==> src/rtl/control_unit.sv <==
// Hardwired multi-cycle controller for the 8-bit ALU system datapath: two-byte fetch, decode, 1-2 execute cycles.
// Optional macro CU_ILLEGAL_TRAP_EN: illegal opcodes trap into HALT with Illegal=1 instead of executing as a NOP.
module control_unit (
    input  logic        Clock,
    input  logic        Reset,
    input  logic [15:0] IROut,
    input  logic [3:0]  ALUOutFlag,
    output logic [2:0]  RF_OutASel,
    output logic [2:0]  RF_OutBSel,
    output logic [1:0]  RF_FunSel,
    output logic [3:0]  RF_RSel,
    output logic [3:0]  RF_TSel,
    output logic [3:0]  ALU_FunSel,
    output logic [1:0]  ARF_OutCSel,
    output logic [1:0]  ARF_OutDSel,
    output logic [1:0]  ARF_FunSel,
    output logic [3:0]  ARF_RegSel,
    output logic        IR_LH,
    output logic        IR_Enable,
    output logic [1:0]  IR_Funsel,
    output logic        Mem_WR,
    output logic        Mem_CS,
    output logic [1:0]  MuxASel,
    output logic [1:0]  MuxBSel,
    output logic        MuxCSel,
    output logic        InstrDone,
    output logic        Halted,
    output logic        Illegal
);

    localparam logic [3:0] ALU_PASSA = 4'h0;
    localparam logic [3:0] ALU_ADD   = 4'h4;
    localparam logic [3:0] ALU_SUB   = 4'h6;
    localparam logic [3:0] ALU_AND   = 4'h7;
    localparam logic [3:0] ALU_OR    = 4'h8;

    localparam logic [3:0] OP_ADD  = 4'h0;
    localparam logic [3:0] OP_SUB  = 4'h1;
    localparam logic [3:0] OP_AND  = 4'h2;
    localparam logic [3:0] OP_OR   = 4'h3;
    localparam logic [3:0] OP_LDI  = 4'h4;
    localparam logic [3:0] OP_LD   = 4'h5;
    localparam logic [3:0] OP_ST   = 4'h6;
    localparam logic [3:0] OP_BRA  = 4'h7;
    localparam logic [3:0] OP_BNE  = 4'h8;
    localparam logic [3:0] OP_HALT = 4'hF;

    localparam logic [2:0] S_INIT    = 3'd0;
    localparam logic [2:0] S_FETCH_L = 3'd1;
    localparam logic [2:0] S_FETCH_H = 3'd2;
    localparam logic [2:0] S_EXEC1   = 3'd3;
    localparam logic [2:0] S_EXEC2   = 3'd4;
    localparam logic [2:0] S_HALT    = 3'd5;

    localparam logic [1:0] FUN_CLEAR = 2'b00;
    localparam logic [1:0] FUN_LOAD  = 2'b01;
    localparam logic [1:0] FUN_INC   = 2'b11;

    logic [2:0] state_q, state_d;
    logic       z_q, z_d;

    logic [3:0] opcode;
    logic [1:0] rd;
    logic [1:0] rs;
    logic [3:0] rd_onehot;
    logic [3:0] alu_code;
    logic       unused_bits;

    assign opcode    = IROut[15:12];
    assign rd        = IROut[11:10];
    assign rs        = IROut[9:8];
    assign rd_onehot = 4'b0001 << rd;

    // Immediates and addresses reach the datapath through MuxA/MuxB, so the controller never reads them.
    assign unused_bits = ^{IROut[7:0], ALUOutFlag[2:0]};

    always_comb begin
        case (opcode)
            OP_ADD:  alu_code = ALU_ADD;
            OP_SUB:  alu_code = ALU_SUB;
            OP_AND:  alu_code = ALU_AND;
            OP_OR:   alu_code = ALU_OR;
            default: alu_code = ALU_PASSA;
        endcase
    end

`ifdef CU_ILLEGAL_TRAP_EN
    logic illegal_q, illegal_d;
    assign Illegal = illegal_q;
`else
    assign Illegal = 1'b0;
`endif

    always_comb begin
        state_d = state_q;
        z_d     = z_q;
`ifdef CU_ILLEGAL_TRAP_EN
        illegal_d = illegal_q;
`endif
        case (state_q)
            S_INIT:    state_d = S_FETCH_L;
            S_FETCH_L: state_d = S_FETCH_H;
            S_FETCH_H: state_d = S_EXEC1;
            S_EXEC1: begin
                case (opcode)
                    OP_ADD, OP_SUB, OP_AND, OP_OR: begin
                        z_d     = ALUOutFlag[3];
                        state_d = S_FETCH_L;
                    end
                    OP_LDI, OP_BRA, OP_BNE: state_d = S_FETCH_L;
                    OP_LD, OP_ST:           state_d = S_EXEC2;
                    OP_HALT:                state_d = S_HALT;
                    default: begin
`ifdef CU_ILLEGAL_TRAP_EN
                        state_d   = S_HALT;
                        illegal_d = 1'b1;
`else
                        state_d   = S_FETCH_L;
`endif
                    end
                endcase
            end
            S_EXEC2: state_d = S_FETCH_L;
            S_HALT:  state_d = S_HALT;
            default: state_d = S_INIT;
        endcase
    end

    always_ff @(posedge Clock or negedge Reset) begin
        if (!Reset) begin
            state_q <= S_INIT;
            z_q     <= 1'b0;
        end else begin
            state_q <= state_d;
            z_q     <= z_d;
        end
    end

`ifdef CU_ILLEGAL_TRAP_EN
    always_ff @(posedge Clock or negedge Reset) begin
        if (!Reset) begin
            illegal_q <= 1'b0;
        end else begin
            illegal_q <= illegal_d;
        end
    end
`endif

    // Moore-style control decode: every output starts inactive and each state enables only what it needs.
    always_comb begin
        RF_OutASel  = 3'b000;
        RF_OutBSel  = 3'b000;
        RF_FunSel   = FUN_CLEAR;
        RF_RSel     = 4'b0000;
        RF_TSel     = 4'b0000;
        ALU_FunSel  = ALU_PASSA;
        ARF_OutCSel = 2'b00;
        ARF_OutDSel = 2'b00;
        ARF_FunSel  = FUN_CLEAR;
        ARF_RegSel  = 4'b0000;
        IR_LH       = 1'b0;
        IR_Enable   = 1'b0;
        IR_Funsel   = 2'b00;
        Mem_WR      = 1'b0;
        Mem_CS      = 1'b1;
        MuxASel     = 2'b00;
        MuxBSel     = 2'b00;
        MuxCSel     = 1'b0;
        InstrDone   = 1'b0;
        Halted      = 1'b0;
        case (state_q)
            S_INIT: begin
                RF_RSel    = 4'b1111;
                ARF_RegSel = 4'b0111;
            end
            S_FETCH_L, S_FETCH_H: begin
                Mem_CS     = 1'b0;
                IR_Enable  = 1'b1;
                IR_Funsel  = FUN_LOAD;
                IR_LH      = (state_q == S_FETCH_H);
                ARF_RegSel = 4'b0001;
                ARF_FunSel = FUN_INC;
            end
            S_EXEC1: begin
                case (opcode)
                    OP_ADD, OP_SUB, OP_AND, OP_OR: begin
                        RF_OutASel = {1'b0, rd};
                        RF_OutBSel = {1'b0, rs};
                        ALU_FunSel = alu_code;
                        RF_RSel    = rd_onehot;
                        RF_FunSel  = FUN_LOAD;
                        InstrDone  = 1'b1;
                    end
                    OP_LDI: begin
                        MuxASel   = 2'b10;
                        RF_RSel   = rd_onehot;
                        RF_FunSel = FUN_LOAD;
                        InstrDone = 1'b1;
                    end
                    OP_LD, OP_ST: begin
                        MuxBSel    = 2'b10;
                        ARF_RegSel = 4'b0010;
                        ARF_FunSel = FUN_LOAD;
                    end
                    OP_BRA: begin
                        MuxBSel    = 2'b10;
                        ARF_RegSel = 4'b0001;
                        ARF_FunSel = FUN_LOAD;
                        InstrDone  = 1'b1;
                    end
                    OP_BNE: begin
                        if (!z_q) begin
                            MuxBSel    = 2'b10;
                            ARF_RegSel = 4'b0001;
                            ARF_FunSel = FUN_LOAD;
                        end
                        InstrDone = 1'b1;
                    end
                    OP_HALT: begin
                    end
                    default: begin
`ifndef CU_ILLEGAL_TRAP_EN
                        InstrDone = 1'b1;
`endif
                    end
                endcase
            end
            S_EXEC2: begin
                ARF_OutDSel = 2'b01;
                Mem_CS      = 1'b0;
                InstrDone   = 1'b1;
                if (opcode == OP_LD) begin
                    MuxASel   = 2'b01;
                    RF_RSel   = rd_onehot;
                    RF_FunSel = FUN_LOAD;
                end else begin
                    RF_OutASel = {1'b0, rs};
                    ALU_FunSel = ALU_PASSA;
                    Mem_WR     = 1'b1;
                end
            end
            S_HALT: Halted = 1'b1;
            default: begin
            end
        endcase
    end

endmodule

==> config.mk <==
export PLATFORM = sky130hd
export DESIGN_NAME = control_unit
export DESIGN_NICKNAME = d
export VERILOG_FILES = /design/src/rtl/control_unit.sv
export SDC_FILE = /design/constraint.sdc
export NUM_CORES = 1
export LEC_CHECK = 0
export BUFFER_PORTS_ARGS = -buffer_cell sky130_fd_sc_hd__buf_2
export CAP_MARGIN = 0
export CORE_MARGIN = 2
export CORE_UTILIZATION = 36
export DETAILED_ROUTE_END_ITERATION = 6
export HOLD_SLACK_MARGIN = 0.03
export PLACE_DENSITY = 0.79
export SKIP_LAST_GASP = 1
export SLEW_MARGIN = 20
export SYNTH_ARGS = -nofsm -noshare
export SYNTH_HDL_FRONTEND = slang
export SYNTH_SLANG_ARGS = --single-unit
==> constraint.sdc <==
create_clock -name Clock -period 1.6 [get_ports Clock]
set_input_delay 0.32 -clock Clock [delete_from_list [all_inputs] [get_ports Clock]]
set_output_delay 0.32 -clock Clock [all_outputs]
set_load 0.02 [all_outputs]
; Yosys cells after proc, flatten, opt, wreduce, memory -nomap -nowiden
; Cells that the tools add are included.
[totals]
elab_cells = 65
in_bits = 22
out_inout_bits = 44
regBits = 4
[op_classes]
n_mux = 37
n_shift = 1
n_reduce_logical = 11
eq_ne = 14
[op_table]
columns = cell, n
row1 = $eq A4 B3 Y1 const B, 4
row2 = $mux W4, 4
row3 = $pmux W2 S2, 4
row4 = $pmux W4 S4, 1
row5 = $pmux W3 S5, 1
row6 = $mux W2, 7
row7 = $mux W1, 13
row8 = $pmux W4 S3, 1
row9 = $pmux W3 S3, 1
row10 = $reduce_or A3 Y1, 3
row11 = $eq A4 B2 Y1 const B, 2
row12 = $eq A4 B4 Y1 const B, 2
row13 = $eq A3 B2 Y1 const B, 2
row14 = $eq A3 B3 Y1 const B, 2
row15 = $pmux W1 S2, 3
row16 = $pmux W2 S3, 1
row17 = $pmux W3 S2, 1
row18 = $reduce_or A2 Y1, 3
row19 = $reduce_or A5 Y1, 1
row20 = $eq A4 B1 Y1 const B, 1
row21 = $logic_not A4 Y1, 1
row22 = $reduce_or A4 Y1, 1
row23 = $shl A1 B2 Y4 const A, 1
row24 = $eq A3 B1 Y1 const B, 1
row25 = other kinds (2), 2

; Depth between registers and ports, before layout
; Gate-level depths: netlist of the first run.
[depth]
word_depth = 4
ltp_mapped = 4
depth_no_buf = 3

; Worst setup path before layout of the first run
; No wires, ideal clock.
[synth_timing]
kind = flip-flop to output port
startpoint = register state_q[0]
endpoint = output port RF_RSel[2]
path_slack_ns = -0.629
stages_incl_launch_ff = 5
t_required_ns = 1.280
path_buffers = 1
arrival_ns = 1.909
path_cell_list = dfrtp_1 -> buf_6 -> nor3b_4 -> a32oi_2 -> o41ai_1
[synth_between]
elab_chain_cells = 2
[synth_rtl]
columns = item, line
row1 = "start, declared", 59  ; logic [2:0] state_q, state_d;
row2 = "start signal, assigned", 134  ; state_q <= state_d;
row3 = "$eq A3 B3 Y1, or another cell as far along", 171  ; case (state_q)
row4 = $pmux W4 S3 (*), 171
row5 = "end, declared", 11  ; output logic [3:0] RF_RSel,
; Mark *: on every way between the ends. The rest lies on a longest branch, timed or not.

; Worst setup path after layout of the first run
[layout_timing]
startpoint = register state_q[0]
endpoint = output port RF_RSel[0]
; The elaborated chain is that of the path after synthesis.

==> results_dict.tcl, run 1 <==
set metrics [dict create \
    cts_tree "yes" \
    detail-route-antenna-nets 0 \
    drv_slew 0 \
    fin_crit_sh_pct 128 \
    die-area_um2 2330 \
    ys_seq_area_share_pct 14.2 \
    grt_max_degree 10 \
    rows 15 \
    syn_to_final_growth_pct 117 \
    firstDrtPassIters 4 \
    synth_area_leaders "buf_4 18%, dfrtp_1 14%, o41ai_1 5.0%" \
    start_util_pct 39.5 \
    synthFlopType "dfrtp_1" \
    gp_congestion 0.779 \
    max-cap-violations 0 \
    drt_wl_total_um 3340 \
    mostFrequentLayoutCells "35 x buf_4, 21 x buf_6, 20 x buf_2, 15 x conb_1" \
    cts_made_buffers 3 \
    critical_path.cell_chain "nor3b_4, a32oi_4, o41ai_4, buf_4" \
    grt_pass1_wl_um 4500 \
    antenna_found_initial 0 \
    fmax_ghz 0.487 \
    fillers 88 \
    p_leak_nw 0.787 \
    synth_warnings 0 \
    cts_sinks 4 \
    final_common_cell "buf_4" \
    synth_top_cell_by_area "buf_4" \
    track_usage_pct 29.3 \
    clkPwrFrac_pct 4.8 \
    grt_overflow_total 0 \
    hold_path_class "input port to flip-flop" \
    setup_tns_ns -8.23 \
    skew_ns 0.00750 \
    endpoint_kind "primary output" \
    slowest_stage "dfrtp_2" \
    crit_fanout 5 \
    htreeDepth 1 \
    cts-root-buf "clkbuf_4" \
    place_ws_ns -0.208 \
    core_um2 1780 \
    power_frac_comb_pct 87.3 \
    synth-edff-count 0 \
    vias 1033 \
    setup.worst_path.class "flip-flop to primary output" \
    syn_inst 93 \
    ys_ff_latch 4 \
    drive_above_1_share_pct 70.1 \
    critPathRequiredTime_ns 1.28 \
    avgViaCountPerCell 5.47 \
    async_reset_ff_share_pct 100 \
    n_antenna_cell 0 \
    portBuffers 39 \
    final_nets 188 \
    finalCriticalPeriod_ns 2.05 \
    ir_worst_vdd_v 0.00154 \
    p_per_area_nw_per_um2 1930 \
    grt_pass1_vias 989 \
    violations "negative setup slack" \
    clk_latency_ns 0.26 \
    final-hold-violation-count 0 \
    setup_violations 29 \
    rsz0062_at_grt "yes" \
    critPathMaxStageDelay_ns 0.46 \
    route.detailed.drc 0 \
    status "complete, but fails checks" \
    critPathArrivalTime_ns 1.73 \
    fin_cells 189 \
    internal-power_mw 1.53 \
    switchingPower_mw 1.43 \
    die_w_um 48.2 \
    yosys.area.top_type_share_pct 18.1 \
    sequentialPowerShare_pct 8.0 \
    dpl-instance-area_um2 1160 \
    sw_frac_of_total_pct 48.3 \
    avgSynthCellArea_um2 7.57 \
    dp.cells 173 \
    hpwlAfterDp_um 1830 \
    clockBufferDepth 2 \
    die_height_um 48.2 \
    wire_per_inst_um 17.7 \
    finalWorstSetupSlack_ns -0.452 \
    io_pins 66 \
    yosys.cell_types.count 39 \
    synth_area_um2 704 \
    fin_area_um2 1530 \
    clkTransAtPathRegs_ns 0.04 \
    critPathLaunchType "flip-flop" \
    drtIter0Drc 16 \
]
## metal layers
metal  vias to the layer above  wire, µm  GRT usage (%)
li1                        444         -              -
met1                       494      1140           25.8
met2                        75      1800           57.4
met3                        20       207           4.81
met4                         0       187           22.2
met5                         -         0              0
## logic make-up after synthesis
logic type | synth area share (%)
mux | 1.60
buf+inv | 24.2
compound gates | 22.7
flops | 14.2
simple gates | 33.0
other cells | 0.532
xor+xnor | 3.73
## cell usage after synthesis, types with 2 or more instances
cell and n:
xnor2_1 2, and2_1 3, a21oi_1 3, buf_4 17, nor2b_1 3, nand2_1 3
o41ai_1 4, nand2b_1 3, nor2_1 8, clkbuf_1 5, a22oi_1 2, and3_1 2
or3_1 2, nor3b_1 2, dfrtp_1 4, o21ai_0 4, inv_1 2, o22ai_1 2
a22o_1 2
## cell type report
type	instances	area, µm²	area share, %
Clock buffer	3	22.5	1.47
Inverter	2	7.51	0.491
Multi-Input combinational cell	77	734	48.1
Sequential cell	4	103	6.72
Tap cell	25	31.3	2.05
Timing Repair Buffer	78	629	41.2
## what timing repair did
item / in CTS / in global routing
pin swaps: 13 / 10
endpoints found under the setup margin: 29 / 29
setup buffers: 10 / 6
hold endpoints to repair: 4 / 0
resized for setup: 58 / 12
hold buffers: 1 / 0
## power groups by stage
stage	clock network, mW	registers, mW	logic (mW)
floorplan	0	0.181	1.18
global placement	0	0.211	1.55
detailed placement	0	0.213	1.61
CTS	0.142	0.220	2.29
global route	0.145	0.240	2.68
finish	0.141	0.235	2.58
## sequential cells by signal (all words and copies together) (netlist names)
name     count
state_q      3
z_q          1
## worst paths after layout
path	cells past startpoint	slack (ns)	from	end
setup / recovery	4	-0.45	state_q[0]$_DFF_PN0_	RF_RSel[0]
hold / removal	2	0.30	ALUOutFlag[3]	z_q$_DFFE_PN0P_
setup reg to reg	8	0.06	state_q[1]$_DFF_PN0_	state_q[2]$_DFF_PN0_
hold reg to reg	1	0.60	z_q$_DFFE_PN0P_	z_q$_DFFE_PN0P_
max in group asynchronous	2	1.00	Reset	state_q[0]$_DFF_PN0_
min in group asynchronous	2	0.46	Reset	state_q[1]$_DFF_PN0_
## stage by stage
step                      power [mW]  utilization, %  hold WS [ns]
after detailed placement        1.82            65.1         0.128
final                           2.95            85.7         0.297
after CTS                       2.66            81.9         0.296
after global routing            3.06            85.7         0.314
after global placement          1.77            65.1         0.123
after floorplan                 1.36               -        0.0244
## worst max-delay path, delay by kind of cell (launching register included)
kind                   cells  cell delay (ns)
AOI/OAI and AO/OA          2             0.53
DFF                        1             0.46
and+or+nand+nor            1             0.30
buffers and inverters      1             0.20
Power figures use the tool's default switching activity.
==> run 2, diff against run 1 <==
CORE_UTILIZATION = 39   (was 36)
PLACE_DENSITY = 0.85   (was 0.79)
clock period = 2.6 ns   (was 1.6 ns; I/O delays follow)
==> run 2 against run 1 <==
The run now ends clean. Die area shrank 7.1%. Via count shrank 26%. Critical endpoint is now RF_RSel[2]. Non-clock buffer count shrank 39. Critical path type unchanged.
==> results_dict.tcl, run 2 (synthesis gave the netlist of run 1 again) <==
set metrics [dict create \
    switchingPower_mw 0.565 \
    place_ws_ns 0.301 \
    power_frac_comb_pct 74.8 \
    core_um2 1710 \
    drt_wl_total_um 1740 \
    setup_tns_ns 0 \
    grt_pass1_vias 580 \
    mostFrequentLayoutCells "39 x buf_2, 15 x conb_1, 8 x nor2_1, 4 x o21ai_0, 4 x o41ai_1" \
    cts_tree "yes" \
    dpl-instance-area_um2 821 \
    io_pins 66 \
    cts_sinks 4 \
    hold_path_class "input port to asynchronous set/reset pin" \
    clockBufferDepth 2 \
    r2r_setup_slack_ns 0.98 \
    syn_to_final_growth_pct 19.9 \
    fin_cells 150 \
    hold_ws_ns 0.0791 \
    dp.cells 147 \
    grt_max_degree 16 \
    crit_fanout 12 \
    cts-root-buf "clkbuf_4" \
    endpoint_kind "primary output" \
    detail-route-antenna-nets 0 \
    drtIter0Drc 19 \
    max_flop_register "state_q" \
    final_nets 149 \
    clkPwrFrac_pct 8.0 \
    gp_congestion 0.837 \
    rsz0062_at_grt "no" \
    status "finished, final reports clean" \
    rows 15 \
    clk_latency_ns 0.23 \
    finalCriticalPeriod_ns 2.46 \
    die-area_um2 2160 \
    drv_slew 0 \
    portBuffers 39 \
    final-hold-violation-count 0 \
    internal-power_mw 0.391 \
    fin_area_um2 845 \
    cts_made_buffers 3 \
    fin_crit_sh_pct 94.6 \
    max-cap-violations 0 \
    die_height_um 46.5 \
    postLayoutCoreUtil_pct 49.5 \
    rr_endpoint "z_q$_DFFE_PN0P_" \
    ff2ff_path_depth 3 \
    p_leak_nw 0.464 \
    power_mw 0.956 \
    clkTransAtPathRegs_ns 0.04 \
    critPathArrivalTime_ns 1.94 \
    largest_reg_flops 3 \
    antenna_found_initial 0 \
    vias 765 \
    p_per_area_nw_per_um2 1130 \
    post_cts_buffers 0 \
    critPathLaunchType "flip-flop" \
    sw_frac_of_total_pct 59.1 \
    htreeDepth 1 \
    critPathRequiredTime_ns 2.08 \
    reg_top3 "state_q: 3 flops, z_q: 1 flops" \
    skew_ns 0.00687 \
    avgViaCountPerCell 5.10 \
    drive_above_1_share_pct 39.2 \
    sequentialPowerShare_pct 17.2 \
    die_w_um 46.5 \
    setup.worst_path.class "flip-flop to primary output" \
    reg2reg_from "state_q[1]$_DFF_PN0_" \
    finalWorstSetupSlack_ns 0.140 \
    ir_worst_vdd_v 0.000675 \
    start_util_pct 41.2 \
    fmax_ghz 0.407 \
    hpwlAfterDp_um 1350 \
    grt_pass1_wl_um 2370 \
    final_common_cell "buf_2" \
    track_usage_pct 15.3 \
    wire_per_inst_um 11.6 \
    n_antenna_cell 0 \
    route.detailed.drc 0 \
    grt_overflow_total 0 \
    firstDrtPassIters 4 \
    setup_violations 0 \
]
[run 2: changes by cell type in the layout (fill, tap and decap cells not counted), sizes merged]
cell         previous run  this run
dlygate4sd3             1         0
buf                    77        39
[run 2: critical path, stage by stage (launching register included)]
cell and delay (ns):
dfrtp_1 0.53, nor3b_4 0.39, a32oi_2 0.22, o41ai_1 0.34, buf_2 0.22
[run 2: worst max-delay path by stage]
stage,from,end,cells past startpoint
6_report,state_q[1]$_DFF_PN0_,RF_RSel[2],4
5_1_grt,state_q[1]$_DFF_PN0_,RF_RSel[3],4
4_1_cts,state_q[2]$_DFF_PN0_,RF_RSel[2],4
3_5_place_dp,IROut[12],RF_RSel[2],5
3_3_place_gp,IROut[12],RF_RSel[3],5
2_1_floorplan,state_q[0]$_DFF_PN0_,RF_RSel[2],4
[run 2: final cells by class]
| cell class | count | area, µm² |
|---|---|---|
| tap | 25 | 31.3 |
| inverter | 2 | 7.51 |
| multi-input combinational | 77 | 487 |
| timing repair buffer | 39 | 195 |
| clock buffer | 3 | 22.5 |
| sequential | 4 | 101 |
| fill | 177 | 863 |
[run 2: power by group through the flow]
stage          logic, mW  clock network [mW]  registers [mW]
6_report           0.715              0.0769           0.164
5_1_grt            0.764              0.0812           0.167
3_3_place_gp       0.690                   0           0.157
2_1_floorplan      0.612                   0           0.109
3_5_place_dp       0.715                   0           0.161
4_1_cts            0.717              0.0788           0.160
[run 2: timing repair]
item,4_1_cts,5_1_grt
endpoints found under the setup margin,0,2
gates resized for setup,0,1
hold buffers,0,0
[run 2: routing by layer]
metal	wire [µm]	GRT usage, %	vias to the layer above
met1	668	16.2	354
met4	30	6.29	0
met2	896	29.2	44
met3	142	2.75	4
met5	0	0	-
li1	-	-	363
==> run 3, diff against run 2 <==
CAP_MARGIN = 20   (was 0)
CELL_PAD_IN_SITES_DETAIL_PLACEMENT = 1   (was not set)
CELL_PAD_IN_SITES_GLOBAL_PLACEMENT = 1   (was not set)
CORE_UTILIZATION = 25   (was 39)
PLACE_DENSITY = not set   (was 0.85)
PLACE_DENSITY_LB_ADDON = 0.1   (was not set)
==> run 3 against run 2 <==
Highest routed layer is now met3. Non-clock buffer count increased by 1. Routed wire length up 13%. Combinational power about the same. Hold slack worse by 0.0030 ns. Via count is 2.6% lower. Clock skew barely moved. Flip-flop and latch count stayed put. Core utilization shrank 18 points. Sequential share of layout area decreased by 0.34 points. Register-to-register slack lost 0.13 ns. Critical path depth unchanged.
==> results_dict.tcl, run 3 (synthesis gave the netlist of run 1 again) <==
set metrics [dict create \
    start_util_pct 26.0 \
    grt_use_met1_pct 16.2 \
    die_height_um 57.1 \
    clkTransAtPathRegs_ns 0.04 \
    p_per_area_nw_per_um2 1110 \
    cts-root-buf "clkbuf_4" \
    htreeDepth 1 \
    fin_crit_sh_pct 94.6 \
    drive_above_1_share_pct 38.9 \
    clk_latency_ns 0.24 \
    final-hold-violation-count 0 \
    rows 19 \
    busiest_layer "met2" \
    portBuffers 39 \
    max_flop_register "state_q" \
    endpoint_kind "primary output" \
    core_um2 2710 \
    vias 745 \
    slowest_stage "dfrtp_1" \
    rsz0062_at_grt "no" \
    cp.buffers_inverters 1 \
    final_nets 150 \
    grt_max_degree 15 \
    critPathTopFamily "compound AO/OA/AOI/OAI gates" \
    setup_violations 0 \
    sw_frac_of_total_pct 58.4 \
    syn_to_final_growth_pct 21.8 \
    fmax_ghz 0.406 \
    reg_top3 "state_q: 3 flops, z_q: 1 flops" \
    drt_wl_total_um 1960 \
    switchingPower_mw 0.555 \
    gp_congestion 0.743 \
    setup_tns_ns 0 \
    ir_worst_vdd_v 0.000702 \
    route.detailed.drc 0 \
    post_cts_buffers 0 \
    critPathRequiredTime_ns 2.08 \
    regArea_um2 100 \
    max-cap-violations 0 \
    p_leak_nw 0.470 \
    track_usage_pct 12.3 \
    cts_resized 0 \
    grt_pass1_wl_um 3250 \
    hpwlAfterDp_um 1560 \
    fillers 372 \
    finalWorstSetupSlack_ns 0.139 \
    met3_usage_pct 3.85 \
    n_antenna_cell 0 \
    io_pins 66 \
    skew_ns 0.00657 \
    grtUsageMet2_pct 19.9 \
    ctsHoldBuffers 0 \
    critPathMaxStageDelay_ns 0.51 \
    wire_per_inst_um 12.5 \
    power_frac_comb_pct 75.6 \
    power_mw 0.949 \
    critical_path.cell_chain "nor3b_4, a32oi_2, o41ai_1, buf_2" \
    die_w_um 57.1 \
    multi_input_area_um2 487 \
    cts_made_buffers 3 \
    setup.worst_path.class "flip-flop to primary output" \
    grt_overflow_total 0 \
    clockBufferDepth 2 \
    die-area_um2 3260 \
    avgViaCountPerCell 4.75 \
    detail-route-antenna-nets 0 \
    cts_sinks 4 \
    grt_pass1_vias 689 \
    status "finished, final reports clean" \
    crit_fanout 12 \
    cts_tree "yes" \
    largest_reg_flops 3 \
    finalCriticalPeriod_ns 2.46 \
    final_common_cell "buf_2" \
    drtIter0Drc 11 \
    firstDrtPassIters 4 \
    clkPwrFrac_pct 8.0 \
    drv_slew 0 \
    critPathArrivalTime_ns 1.94 \
    antenna_found_initial 0 \
    mostFrequentLayoutCells "39 x buf_2, 15 x conb_1, 8 x nor2_1" \
    hold_path_class "input port to asynchronous set/reset pin" \
    place_ws_ns 0.292 \
    sequentialPowerShare_pct 16.4 \
    internal-power_mw 0.395 \
    critPathLaunchType "flip-flop" \
]
run 3: cell types whose count changed in the layout (fill, tap and decap cells not counted), sizes merged:
cell | previous run | this run
buf | 39 | 40
run 3: layout make-up:
class | instances | share of cell area [%]
Tap cell | 31 | 4.52
Multi-Input combinational cell | 77 | 56.7
Inverter | 2 | 0.875
Timing Repair Buffer | 40 | 23.6
Sequential cell | 4 | 11.7
Clock buffer | 3 | 2.62
run 3: final timing paths:
check,slack [ns],endpoint,cells past startpoint,startpoint
min in group Clock,0.52,z_q$_DFFE_PN0P_,2,ALUOutFlag[3]
max in group asynchronous,2.40,state_q[2]$_DFF_PN0_,1,Reset
min,0.08,state_q[0]$_DFF_PN0_,1,Reset
min reg2reg,0.54,z_q$_DFFE_PN0P_,1,z_q$_DFFE_PN0P_
max,0.14,RF_RSel[3],4,state_q[1]$_DFF_PN0_
max reg2reg,0.85,z_q$_DFFE_PN0P_,4,state_q[2]$_DFF_PN0_
run 3: worst reg2reg max path, delay by kind of cell (launching register included):
family,cells,cell delay (ns)
buf+inv,1,0.19
flops,1,0.42
mux,1,0.39
simple gates,2,0.64
run 3: routing by layer:
layer	share of wire (%)	vias up
met5	0	-
met4	0	0
met3	9.7	0
met2	47	32
met1	44	347
li1	-	366
run 3: power groups by stage:
stage               Sequential, mW  Clock, mW  Combinational (mW)
CTS                          0.158     0.0801               0.731
global route                 0.168     0.0849               0.782
detailed placement           0.159          0               0.728
global placement             0.157          0               0.724
finish                       0.156     0.0763               0.717
floorplan                    0.109          0               0.612
run 3: per-stage QoR:
step | utilization [%] | hold WS (ns) | cells | cell area (µm²)
finish | 31.7 | 0.0761 | 157 | 858
global route | 31.7 | 0.0720 | 157 | 858
CTS | 31.7 | 0.0707 | 157 | 858
detailed placement | 30.8 | 0.327 | 154 | 836
global placement | 30.8 | 0.327 | 154 | 836
floorplan | - | 0.224 | 107 | 757
